## config.mk

```make
export PLATFORM = sky130hd
export DESIGN_NAME = bin2bcd32
export DESIGN_NICKNAME = d
export VERILOG_FILES = /design/src/rtl/bin2bcd32.sv
export SDC_FILE = /design/constraint.sdc
export NUM_CORES = 1
export LEC_CHECK = 0
export CORE_ASPECT_RATIO = 1.75
export CORE_MARGIN = 2
export CORE_UTILIZATION = 50
export DETAILED_ROUTE_END_ITERATION = 7
export GPL_TIMING_DRIVEN = 0
export PLACE_DENSITY = 0.76
export SLEW_MARGIN = 25
export SYNTH_ARGS = -nofsm -noshare
export SYNTH_HDL_FRONTEND = slang
export SYNTH_SLANG_ARGS = --single-unit
```

## constraint.sdc

```tcl
create_clock -name clk -period 2 [get_ports clk]
set_clock_uncertainty 0.2 [all_clocks]
set_input_delay 0.3 -clock clk [delete_from_list [all_inputs] [get_ports clk]]
set_output_delay 0.3 -clock clk [all_outputs]
set_load 0.01 [all_outputs]
```

## src/rtl/bin2bcd32.sv

```systemverilog
// bin2bcd32
// Sequential binary-to-packed-BCD converter using the shift-add-3
// (double-dabble) method, one binary bit per clock. Sits downstream of the
// 16x16 multiplier: its start/done handshake matches the multiplier's, so
// the multiplier's done/yout can drive start/bin_in directly.
//
// Ports:
//   clk      in   system clock, all state on the rising edge
//   rst_n    in   asynchronous active-low reset
//   start    in   conversion request, only sampled while idle
//   bin_in   in   [DIN_W-1:0] binary value, latched when start is accepted
//   busy     out  high while a conversion is in progress
//   done     out  one-cycle pulse, bcd_out just updated
//   bcd_out  out  [DIG_N*4-1:0] packed BCD, digit 0 (units) in [3:0],
//                 held until the next done

module bin2bcd32 #(
  parameter int DIN_W = 32,
  parameter int DIG_N = 10
) (
  input  logic               clk,
  input  logic               rst_n,
  input  logic               start,
  input  logic [DIN_W-1:0]   bin_in,
  output logic               busy,
  output logic               done,
  output logic [DIG_N*4-1:0] bcd_out
);

  localparam int                CNT_W    = $clog2(DIN_W + 1);
  localparam logic [CNT_W-1:0] LAST_CNT = CNT_W'(DIN_W - 1);

  typedef enum logic [0:0] {
    IDLE,
    SHIFT
  } state_t;

  state_t               state_q, state_d;
  logic [CNT_W-1:0]     cnt_q, cnt_d;
  logic [DIN_W-1:0]     bin_q, bin_d;
  logic [DIG_N*4-1:0]   bcd_q, bcd_d;
  logic [DIG_N*4-1:0]   bcd_out_q, bcd_out_d;
  logic                 busy_q, busy_d;
  logic                 done_q, done_d;

  logic [DIG_N*4-1:0]   bcd_adj;
  logic [DIG_N*4-1:0]   bcd_shifted;

  // State register. Everything, including the held result, clears on reset
  // so an aborted conversion leaves no stale value on bcd_out.
  always_ff @(posedge clk or negedge rst_n) begin
    if (!rst_n) begin
      state_q   <= IDLE;
      cnt_q     <= '0;
      bin_q     <= '0;
      bcd_q     <= '0;
      bcd_out_q <= '0;
      busy_q    <= 1'b0;
      done_q    <= 1'b0;
    end else begin
      state_q   <= state_d;
      cnt_q     <= cnt_d;
      bin_q     <= bin_d;
      bcd_q     <= bcd_d;
      bcd_out_q <= bcd_out_d;
      busy_q    <= busy_d;
      done_q    <= done_d;
    end
  end

  // Next-state logic. Each SHIFT cycle first corrects every digit >= 5 by +3
  // (all digits from the pre-edge value, independently), then shifts
  // {bcd, bin} left by one so the binary MSB enters the units digit.
  // done is cleared every cycle unless this is the completion edge.
  always_comb begin
    state_d     = state_q;
    cnt_d       = cnt_q;
    bin_d       = bin_q;
    bcd_d       = bcd_q;
    bcd_out_d   = bcd_out_q;
    busy_d      = busy_q;
    done_d      = 1'b0;
    bcd_adj     = bcd_q;
    bcd_shifted = '0;

    for (int i = 0; i < DIG_N; i++) begin
      if (bcd_q[4*i +: 4] >= 4'd5) begin
        bcd_adj[4*i +: 4] = bcd_q[4*i +: 4] + 4'd3;
      end
    end
    bcd_shifted = {bcd_adj[DIG_N*4-2:0], bin_q[DIN_W-1]};

    unique case (state_q)
      IDLE: begin
        // Accepting here also covers the cycle where done is high, which
        // gives back-to-back conversions with no idle gap.
        if (start) begin
          bin_d   = bin_in;
          bcd_d   = '0;
          cnt_d   = '0;
          busy_d  = 1'b1;
          state_d = SHIFT;
        end
      end
      SHIFT: begin
        bcd_d = bcd_shifted;
        bin_d = {bin_q[DIN_W-2:0], 1'b0};
        cnt_d = cnt_q + 1'b1;
        if (cnt_q == LAST_CNT) begin
          bcd_out_d = bcd_shifted;
          done_d    = 1'b1;
          busy_d    = 1'b0;
          state_d   = IDLE;
        end
      end
      default: begin
        state_d = IDLE;
        busy_d  = 1'b0;
      end
    endcase
  end

  assign busy    = busy_q;
  assign done    = done_q;
  assign bcd_out = bcd_out_q;

endmodule

```

[Yosys cells after proc, flatten, opt, wreduce, memory -nomap -nowiden]
Index checks and enable logic that the tools add are counted.
W data, S select, Z words.
Word-level totals
  output and inout bits: 42
  input bits: 35
  flip-flop bits (word level): 121
Cells by class
  bitwise gates (word level): 1
  $add $sub $neg: 11
  muxes and demuxes: 24
  magnitude comparators: 10
  reductions and logical operators: 2
  equality and inequality tests: 3
Operators with widths (count)
  $pmux W40 S2: 1
  $pmux W32 S2: 1
  $ge A4 B3 Y1 const B: 10
  $mux W40: 1
  $add A4 B2 Y4 const B: 9
  $mux W4: 9
  $mux W32: 1
  $pmux W6 S2: 1
  $add A6 B1 Y6 const B: 1
  $eq A6 B5 Y1 const B: 1
  $mux W1: 6
  $mux W6: 1
  $pmux W1 S2: 2
  $reduce_and A2 Y1: 2
  $add A3 B2 Y3 const B: 1
  $mux W3: 1
  $ne A2 B1 Y1 const B: 1
  $ne A2 B2 Y1 const B: 1
  $not A1 Y1: 1

[Logic depth before layout (Yosys ltp)]
Gate-level depths: netlist of the first run.
  depth in word-level cells: 3
  mapped depth: 6
  depth with buffers taken out: 6

[Least setup slack after synthesis of the first run]
OpenSTA, ideal clock, no wires.
  path kind: reg2reg
  start point: reg cnt_q[0]
  end point: reg bcd_out_q[10] (netlist: bcd_out[10])
  stages on the path, launching flop included: 6
  library setup time: 0.125 ns
  setup slack: 0.295 ns
  path buffers: 1
  arrival time: 1.380 ns
  data required time: 1.675 ns
  cell sequence: dfrtp_1 -> ha_1 -> nand4b_4 -> nor2_8 -> buf_6 -> mux2_4
On the way
  word-level cells in the longest chain between the ends: 2
Ends and longest elaborated chain
  start, declared: RTL line 39  | logic [CNT_W-1:0] cnt_q, cnt_d;
  start signal, assigned: RTL line 62  | cnt_q <= cnt_d;
  $eq A6 B5 Y1: RTL line 109  | if (cnt_q == LAST_CNT) begin
  $reduce_and A2 Y1 (no line)
  end signal, assigned: RTL line 65  | bcd_out_q <= bcd_out_d;
  end, declared: RTL line 42  | logic [DIG_N*4-1:0] bcd_out_q, bcd_out_d;
Every way passes these cells.
A chain may end at the register's enable or synchronous reset.

[Final worst setup path of the first run]
  start point: reg bcd_q[12]
  end point: reg bcd_out_q[14] (netlist: bcd_out[14])
On the way
  word-level cells in the longest chain between the ends: 2
  elaborated cells between the ends (all ways): 3
  those cells by class: add/sub: 1; order compare: 1; mux: 1
Ends and longest elaborated chain
  start, declared: RTL line 41  | logic [DIG_N*4-1:0] bcd_q, bcd_d;
  start signal, assigned: RTL line 56  | bcd_q <= '0;
  start signal, assigned: RTL line 64  | bcd_q <= bcd_d;
  $add A4 B2 Y4 or $ge A4 B3 Y1 (tied branches): RTL line 88, 87
  $mux W4 (*): RTL line 87  | if (bcd_q[4*i +: 4] >= 4'd5) begin
Every way passes the cells marked *; elsewhere a longest branch is shown, timed or not.

==> out/qor.yml, run 1 <==
tns_ps: 0
portBuffers: 75
internal-power_mw: 8.17
fp.dieW_um: 86.5
synth_top_area_share_pct: 50.8
viasPerCell: 5.57
antenna_left: 0
crit_fanout: 5
cp-startpoint: "bcd_q[12]$_DFFE_PN0P_"
ys_warn_count: 0
synth_cell_types: 27
synthSimpleGateAreaFrac_pct: 12.4
regArea_sq_um: 3030
crit_path_end_kind: "flip-flop"
seq_power_share_pct: 34.5
grt_pass1_wl_um: 22100
hpwl_um: 9450
worstPathRequired_ps: 2150
cts_buffers: 17
synth_top_area_cell: "dfrtp_1"
synthTopCellsByArea: "dfrtp_1 (51%), mux2i_1 (9.9%), ha_1 (4.4%)"
boundaryPins: 77
leakagePower_nw: 3.59
fp.dieArea_sq_um: 12800
cts.sinks: 121
fp.dieH_um: 148
clkLatencyLatePin_ps: 420
cp-start-kind: "flip-flop"
drt_drc_violations_left: 0
core_sq_um: 11600
first_pass_iters: 5
synth_top_family_by_area: "multiplexers"
synthFlopType: "dfrtp_1"
min_from: "start"
synth_compound_area_share_pct: 11.6
cp_data_arrival_time_ps: 2060
finalCritPeriodShare_pct: 95.6
synth-xor-area-share_pct: 1.62
track_usage_pct: 22.3
rows: 52
area_delta_synth_final_pct: 26.4
ys_seq_elements: 121
nets: 694
max_freq_mhz: 523
cts.clk_slew.worst_paths_ps: 50
netlist_area_sq_um: 5960
ctsHtreeMaxLevel: 4
swShare_pct: 34.3
min_period_ps: 1910
multi_input_area_sq_um: 2690
synthArstFlopShare_pct: 100
grt_max_degree: 85
power.density_nw_per_um2: 1650
gp_congestion: 0.805
syn-num-nets: 598
netlist_top_cells_count: "dfrtp_1 (121), mux2i_1 (59), a21oi_1 (46)"
yosysMostFrequentCell: "dfrtp_1"
root_buffer: "clkbuf_16"
r2r-start: "bcd_q[12]$_DFFE_PN0P_"
antennaDiodeCount: 0
synth_fa_ha_area_share_pct: 4.41
clock_power_share_pct: 25.5
finalSetupViolations: 0
overflow: 0
seq_area_frac_synth_pct: 50.8
synthCells: 542
grt_pass1_vias: 4592
drt-total-wl_um: 13500
combPwrFrac_pct: 40.0
n_fill_cell: 908
drv_cap: 0
drive_gt1_share_pct: 12.0
cts_tree: "built"
rsz0062_at_grt: "no"
initialDrtViolationCount: 277
hp-class: "primary input to flip-flop"
totalPowerFinal_mw: 12.4
slew_headroom_pct: 55.2
drv_slew: 0
antenna_found_initial: 0
start_util_pct: 51.5
post_synth_mux_area_share_pct: 14.9
critical_path_class: "flip-flop to flip-flop"
synth_edf_count: 0
synth_area_per_cell_sq_um: 11.0
wire_per_inst_um: 17.2
worstMarginPinSlew_ps: 672
dr_total_vias: 4376
hold_viol: 0
outcome: "finished, final reports clean"
fin_util_pct: 65.0
cts_buffer_depth: 2
power.switching_mw: 4.27
ir_drop_mv: 0.762
-- routing by layer --
layer / routed length [um] / track usage (%) / up-vias
li1: - / - / 2071
met1: 5310 / 25.1 / 2186
met2: 7430 / 39.8 / 96
met3: 454 / 5.22 / 23
met4: 286 / 9.38 / 0
met5: 0 / 0 / -
-- critical path, stage by stage (launching register included) --
cell      delay [ps]
dfrtp_1          440
inv_1            100
ha_1             210
nand2b_1          90
a21oi_1          280
mux2i_1          320
mux2_4           190
-- cells in the final DEF, fill, tap and decap left out, drive strengths merged --
cell type,instances
xnor2,11
ha,21
clkinvlp,1
o21ai,43
nand3,2
nand4b,1
a31oi,3
buf,26
nand4,1
clkdlybuf4s50,74
a32o,3
o31ai,2
clkbuf,27
o211ai,1
mux2,21
nor3b,26
nor3,10
dfrtp,121
nand2,41
a21o,23
dlygate4sd3,1
inv,22
nand2b,30
bufinv,4
clkinv,4
a21oi,46
mux2i,59
nor2,26
-- power by group through the flow --
stage	Sequential (mW)	Clock [mW]	Combinational, mW
floorplan	4.29	0	3.17
global placement	4.25	0	4.68
detailed placement	4.31	0	4.94
CTS	4.29	3.19	4.99
global route	4.42	3.30	5.49
finish	4.29	3.17	4.97
-- state kept, by name, summed over array words and instances (netlist names) --
name / flops
busy: 1
cnt_q: 6
bcd_out: 40
bin_q: 32
state_q: 1
bcd_q: 40
done: 1
-- cells by family after synthesis --
family                     count (synthesis)
muxes                                     80
AOI/OAI and AO/OA                        121
DFF                                      121
xor gates and xnor gates                  11
buffers and inverters                     51
adders and majority gates                 21
and+or+nand+nor                          137
-- worst paths after layout --
kind	end	slack [ps]	cells past startpoint
min	cnt_q[0]$_DFFE_PN0P_	80	3
max	bcd_out[14]$_DFFE_PN0P_	90	6
max in group asynchronous	bcd_q[32]$_DFFE_PN0P_	740	3
min in group asynchronous	bin_q[10]$_DFFE_PN0P_	140	2
max reg2reg	bcd_out[14]$_DFFE_PN0P_	90	6
min reg2reg	bin_q[4]$_DFFE_PN0P_	290	2
-- metrics by stage --
stage	setup slack (ps)	hold WS [ps]	area [sq um]	instances
2_1_floorplan	295	-196	5960	542
5_1_grt	12.0	94.9	7530	785
4_1_cts	61.5	83.0	7530	785
6_report	88.4	81.8	7530	785
3_5_place_dp	103	0.0131	6910	753
3_3_place_gp	-4220	261	6880	752
-- final cells by class --
cell class,count,share of cell area [%]
buffer,29,2.28
clock buffer,22,6.03
clock inverter,9,1.96
inverter,22,1.10
multi-input combinational,370,35.7
sequential,121,40.2
tap,135,2.24
timing repair buffer,77,10.5
-- what timing repair did --
action,4_1_cts,5_1_grt
buffers inserted,0,0
endpoints found under the setup margin,0,1
hold endpoints to repair,121,0
resized for setup,0,2
hold buffers,1,0
(Power assumes the default switching activity.)
==> run 2, diff against run 1 <==
Settings changed: CORE_UTILIZATION 50 to 56, PLACE_DENSITY 0.76 to 0.84.
==> out/qor.yml, run 2 (synthesis results as in run 1) <==
outcome: "finished, final reports clean"
worst_slack_ps: 41.6  # -46.8 ps
ctsHtreeMaxLevel: 4  # unchanged
fin_cells: 778  # -0.89%
cts_buffers: 17  # unchanged
max_freq_mhz: 511  # -2.4%
drv_cap: 0  # unchanged
min_period_ps: 1960  # +46.8 ps
dp.cells: 745  # -1.1%
ir_drop_mv: 0.918  # +21%
fp.dieH_um: 140  # -5.4%
cp_data_arrival_time_ps: 2060  # about the same
leakagePower_nw: 3.64  # +1.2%
start_util_pct: 57.9  # +6.4 points
core_sq_um: 10300  # -11%
whs_ps: 100  # +18.3 ps
rsz0062_at_grt: "no"
drt-total-wl_um: 14800  # +9.7%
critical_path_class: "flip-flop to flip-flop"
drt_drc_violations_left: 0  # unchanged
final_cell_mix: "dfrtp_1 (121), clkdlybuf4s50_1 (74), mux2i_1 (57)"
hp-class: "primary input to flip-flop"
totalPowerFinal_mw: 13.2  # +6.4%
root_buffer: "clkbuf_16"
drive_gt1_share_pct: 13.4  # +1.4 points
placed_area_sq_um: 6900  # -0.20%
power.density_nw_per_um2: 1730  # +4.8%
antennaDiodeCount: 0  # unchanged
hpwl_um: 9500  # +0.44%
cts.clk_slew.worst_paths_ps: 60  # about the same
fin_util_pct: 74.2  # +9.1 points
cts_tree: "built"
layout_commonest_cell: "dfrtp_1"
rows: 49  # -5.8%
n_fill_cell: 699  # -23%
antenna_left: 0  # unchanged
tns_ps: 0  # unchanged
hold_viol: 0  # unchanged
fp.dieW_um: 82.0  # -5.3%
antenna_found_initial: 0  # unchanged
cts_buffer_depth: 2  # unchanged
gp_congestion: 0.787  # -2.3%
cp-start-kind: "flip-flop"
boundaryPins: 77  # unchanged
slew_headroom_pct: 49.8  # -5.4 points
drv_slew: 0  # unchanged
dr_total_vias: 4547  # +3.9%
crit_path_end_kind: "flip-flop"
finalCritPeriodShare_pct: 97.9  # +2.3 points
overflow: 0  # unchanged
preCtsSetupSlack_ps: 91.3  # -12.0 ps
clkLatencyLatePin_ps: 420  # about the same
first_pass_iters: 5  # unchanged
grt_max_degree: 66  # -22%
viasPerCell: 5.84  # +4.8%
track_usage_pct: 27.7  # +5.4 points
final_area_sq_um: 7640  # +1.4%
area_delta_synth_final_pct: 28.2
finalSetupViolations: 0  # unchanged
worstPathRequired_ps: 2100  # -50 ps
crit_fanout: 10  # +5
fp.dieArea_sq_um: 11500  # -10%
wire_per_inst_um: 19.0  # +11%
portBuffers: 75  # unchanged
grt_pass1_wl_um: 23900  # +8.3%
grt_pass1_vias: 4963  # +8.1%
initialDrtViolationCount: 251  # -9.4%
worstMarginPinSlew_ps: 753  # +80.6 ps
cts.sinks: 121  # unchanged
nets: 694  # unchanged
==> run 2: path summary, 6_finish.rpt <==
kind	startpoint	end	slack, ps	depth (start not counted)
hold / removal	start	busy$_DFFE_PN0P_	100	3
setup reg to reg	cnt_q[0]$_DFFE_PN0P_	bcd_out[25]$_DFFE_PN0P_	40	5
hold reg to reg	bin_q[16]$_DFFE_PN0P_	bin_q[17]$_DFFE_PN0P_	290	2
setup / recovery	cnt_q[0]$_DFFE_PN0P_	bcd_out[25]$_DFFE_PN0P_	40	5
max in group asynchronous	rst_n	bcd_out[5]$_DFFE_PN0P_	630	3
min in group asynchronous	rst_n	bcd_q[32]$_DFFE_PN0P_	250	2
==> run 2: worst max-delay path, cell delays in order (launching register included) <==
cell	delay [ps]
dfrtp_1	420
ha_1	300
nand4b_4	160
nor2_8	200
buf_6	230
mux2_4	320
==> run 2: final cells by class <==
type | instances | area (sq um) | area share, %
Multi-Input combinational cell | 370 | 2700 | 35.4
Tap cell | 127 | 159 | 2.08
Inverter | 22 | 82.6 | 1.08
Buffer | 29 | 171 | 2.24
Clock inverter | 12 | 243 | 3.18
Timing Repair Buffer | 77 | 790 | 10.3
Clock buffer | 20 | 467 | 6.11
Sequential cell | 121 | 3030 | 39.6
==> run 2: repair_timing <==
| action | 4_1_cts | 5_1_grt |
|---|---|---|
| setup endpoints to repair | 0 | 8 |
| hold endpoints to repair | 64 | 0 |
| hold buffers | 1 | 0 |
| buffers inserted | 0 | 0 |
| gates resized for setup | 0 | 6 |
==> run 2: where the power goes <==
part / internal [mW] / switching (mW) / total, mW
Combinational: 2.61 / 2.57 / 5.18
Sequential: 3.49 / 0.839 / 4.33
Clock: 2.56 / 1.16 / 3.72
==> run 2: per-layer routing <==
| layer | GRT usage, % | share of wire [%] |
|---|---|---|
| met2 | 48.4 | 54 |
| met5 | 0 | 0 |
| met3 | 7.09 | 4.8 |
| met4 | 16.0 | 4.6 |
| met1 | 29.1 | 36 |
==> run 3, diff against run 2 <==
Clock period 2 ns to 1.95 ns, I/O delays scaled along.
==> out/qor.yml, run 3 (synthesis results as in run 1) <==
outcome: "finished, final reports clean"
antennaDiodeCount: 0  # unchanged
drv_cap: 0  # unchanged
gp_congestion: 0.787  # unchanged
max_freq_mhz: 523  # +2.4%
placed_area_sq_um: 6900  # unchanged
cp_data_arrival_time_ps: 2020  # -40 ps
min_from: "start"
worstMarginPinSlew_ps: 626  # -127 ps
holdPathStages: 3  # unchanged
cts_setup_buffers: 0  # unchanged
whs_ps: 83.8  # -16.3 ps
antenna_found_initial: 0  # unchanged
r2r_setup_slack_ps: 40  # about the same
wire_per_inst_um: 19.1  # +0.68%
rr_worst_depth: 5  # unchanged
drt_drc_violations_left: 0  # unchanged
initialDrtViolationCount: 286  # +14%
hp-class: "primary input to flip-flop"
drt-total-wl_um: 14900  # +0.68%
track_usage_pct: 27.8  # +0.034 points
crit_fanout: 10  # unchanged
r2r-start: "cnt_q[0]$_DFFE_PN0P_"
critical_path_class: "flip-flop to flip-flop"
viasPerCell: 5.94  # +1.7%
r2r-end: "bcd_out[14]$_DFFE_PN0P_"
cts.clk_slew.worst_paths_ps: 60  # about the same
fin_util_pct: 74.5  # +0.30 points
finalSetupViolations: 0  # unchanged
overflow: 0  # unchanged
finalCritPeriodShare_pct: 98.1  # +0.14 points
drv_slew: 0  # unchanged
grt_max_degree: 66  # unchanged
dp.cells: 745  # unchanged
antenna_left: 0  # unchanged
final_area_sq_um: 7670  # +0.41%
core_sq_um: 10300  # unchanged
fp.dieH_um: 140  # unchanged
min_period_ps: 1910  # -46.2 ps
ctsHtreeMaxLevel: 4  # unchanged
fin_cells: 778  # unchanged
leakagePower_nw: 3.63  # about the same
grt_pass1_vias: 4995  # +0.64%
hpwl_um: 9500  # unchanged
fp.dieW_um: 82.0  # unchanged
totalPowerFinal_mw: 13.7  # +3.4%
start_util_pct: 57.9  # unchanged
dr_total_vias: 4624  # +1.7%
cts_tree: "built"
worstPathRequired_ps: 2050  # -50 ps
hold_viol: 0  # unchanged
cts.sinks: 121  # unchanged
crit_path_end_kind: "flip-flop"
final_cell_mix: "dfrtp_1 (121), clkdlybuf4s50_1 (74), mux2i_1 (56)"
cp-start-kind: "flip-flop"
cts_buffers: 17  # unchanged
boundaryPins: 77  # unchanged
clkLatencyLatePin_ps: 420  # about the same
grt_pass1_wl_um: 24000  # +0.17%
nets: 694  # unchanged
layout_commonest_cell: "dfrtp_1"
rows: 49  # unchanged
power.density_nw_per_um2: 1780  # +3.0%
slew_headroom_pct: 58.3  # +8.5 points
portBuffers: 75  # unchanged
drive_gt1_share_pct: 14.6  # +1.2 points
area_delta_synth_final_pct: 28.7
first_pass_iters: 5  # unchanged
cts_buffer_depth: 2  # unchanged
hold_end: "busy$_DFFE_PN0P_"
fp.dieArea_sq_um: 11500  # unchanged
ir_drop_mv: 0.943  # +2.7%
root_buffer: "clkbuf_16"
-- run 3: cell counts in the layout (fill, tap and decap cells not counted) --
No cell type changed its count.
-- run 3: stage by stage --
stage	setup slack, ps	TNS (ps)
after floorplan	245	0
after global placement	-4180	-504800
after detailed placement	41.3	0
after CTS	15.2	0
after global routing	-1.22	-1.22
final	37.8	0
-- run 3: repair_timing --
item / CTS / global route
gates resized for setup: 3 / 13
hold endpoints to repair: 64 / 0
hold buffers: 1 / 0
endpoints found under the setup margin: 3 / 20
pin swaps: 0 / 1
-- run 3: worst max path at each step --
stage | start | endpoint | cells past startpoint | slack, ps
global route | bcd_q[29]$_DFFE_PN0P_ | bcd_out[30]$_DFFE_PN0P_ | 6 | -1
floorplan | cnt_q[0]$_DFFE_PN0P_ | bcd_out[10]$_DFFE_PN0P_ | 5 | 240
global placement | rst_n | bcd_out[7]$_DFFE_PN0P_ | 1 | -4180
finish | cnt_q[0]$_DFFE_PN0P_ | bcd_out[14]$_DFFE_PN0P_ | 5 | 40
CTS | cnt_q[0]$_DFFE_PN0P_ | bcd_out[25]$_DFFE_PN0P_ | 5 | 20
detailed placement | cnt_q[0]$_DFFE_PN0P_ | bcd_out[25]$_DFFE_PN0P_ | 5 | 40
-- run 3: critical path, stage by stage, from the launching register on --
cell,delay (ps)
dfrtp_1,420
ha_2,270
nand4b_4,150
nor2_8,200
buf_6,230
mux2_4,320
-- run 3: layer usage --
metal	up-vias	wire length [um]	part of all wire [%]	global-route usage [%]
met5	-	0	0	0
met1	2291	5390	36	29.0
li1	2074	-	-	-
met4	0	660	4.4	16.2
met3	62	785	5.3	7.35
met2	197	8060	54	48.3
-- run 3: layout make-up --
class | instances | area [sq um]
Clock buffer | 20 | 467
Inverter | 22 | 82.6
Fill cell | 695 | 2630
Buffer | 29 | 173
Tap cell | 127 | 159
Timing Repair Buffer | 77 | 790
Multi-Input combinational cell | 370 | 2730
Clock inverter | 12 | 243
Sequential cell | 121 | 3030
-- run 3: report_power, final --
group          leakage, nW  switching [mW]  total (mW)  internal [mW]
sequential            1.54           0.880        4.46           3.58
clock                0.338            1.19        3.82           2.62
combinational         1.75            2.67        5.39           2.73
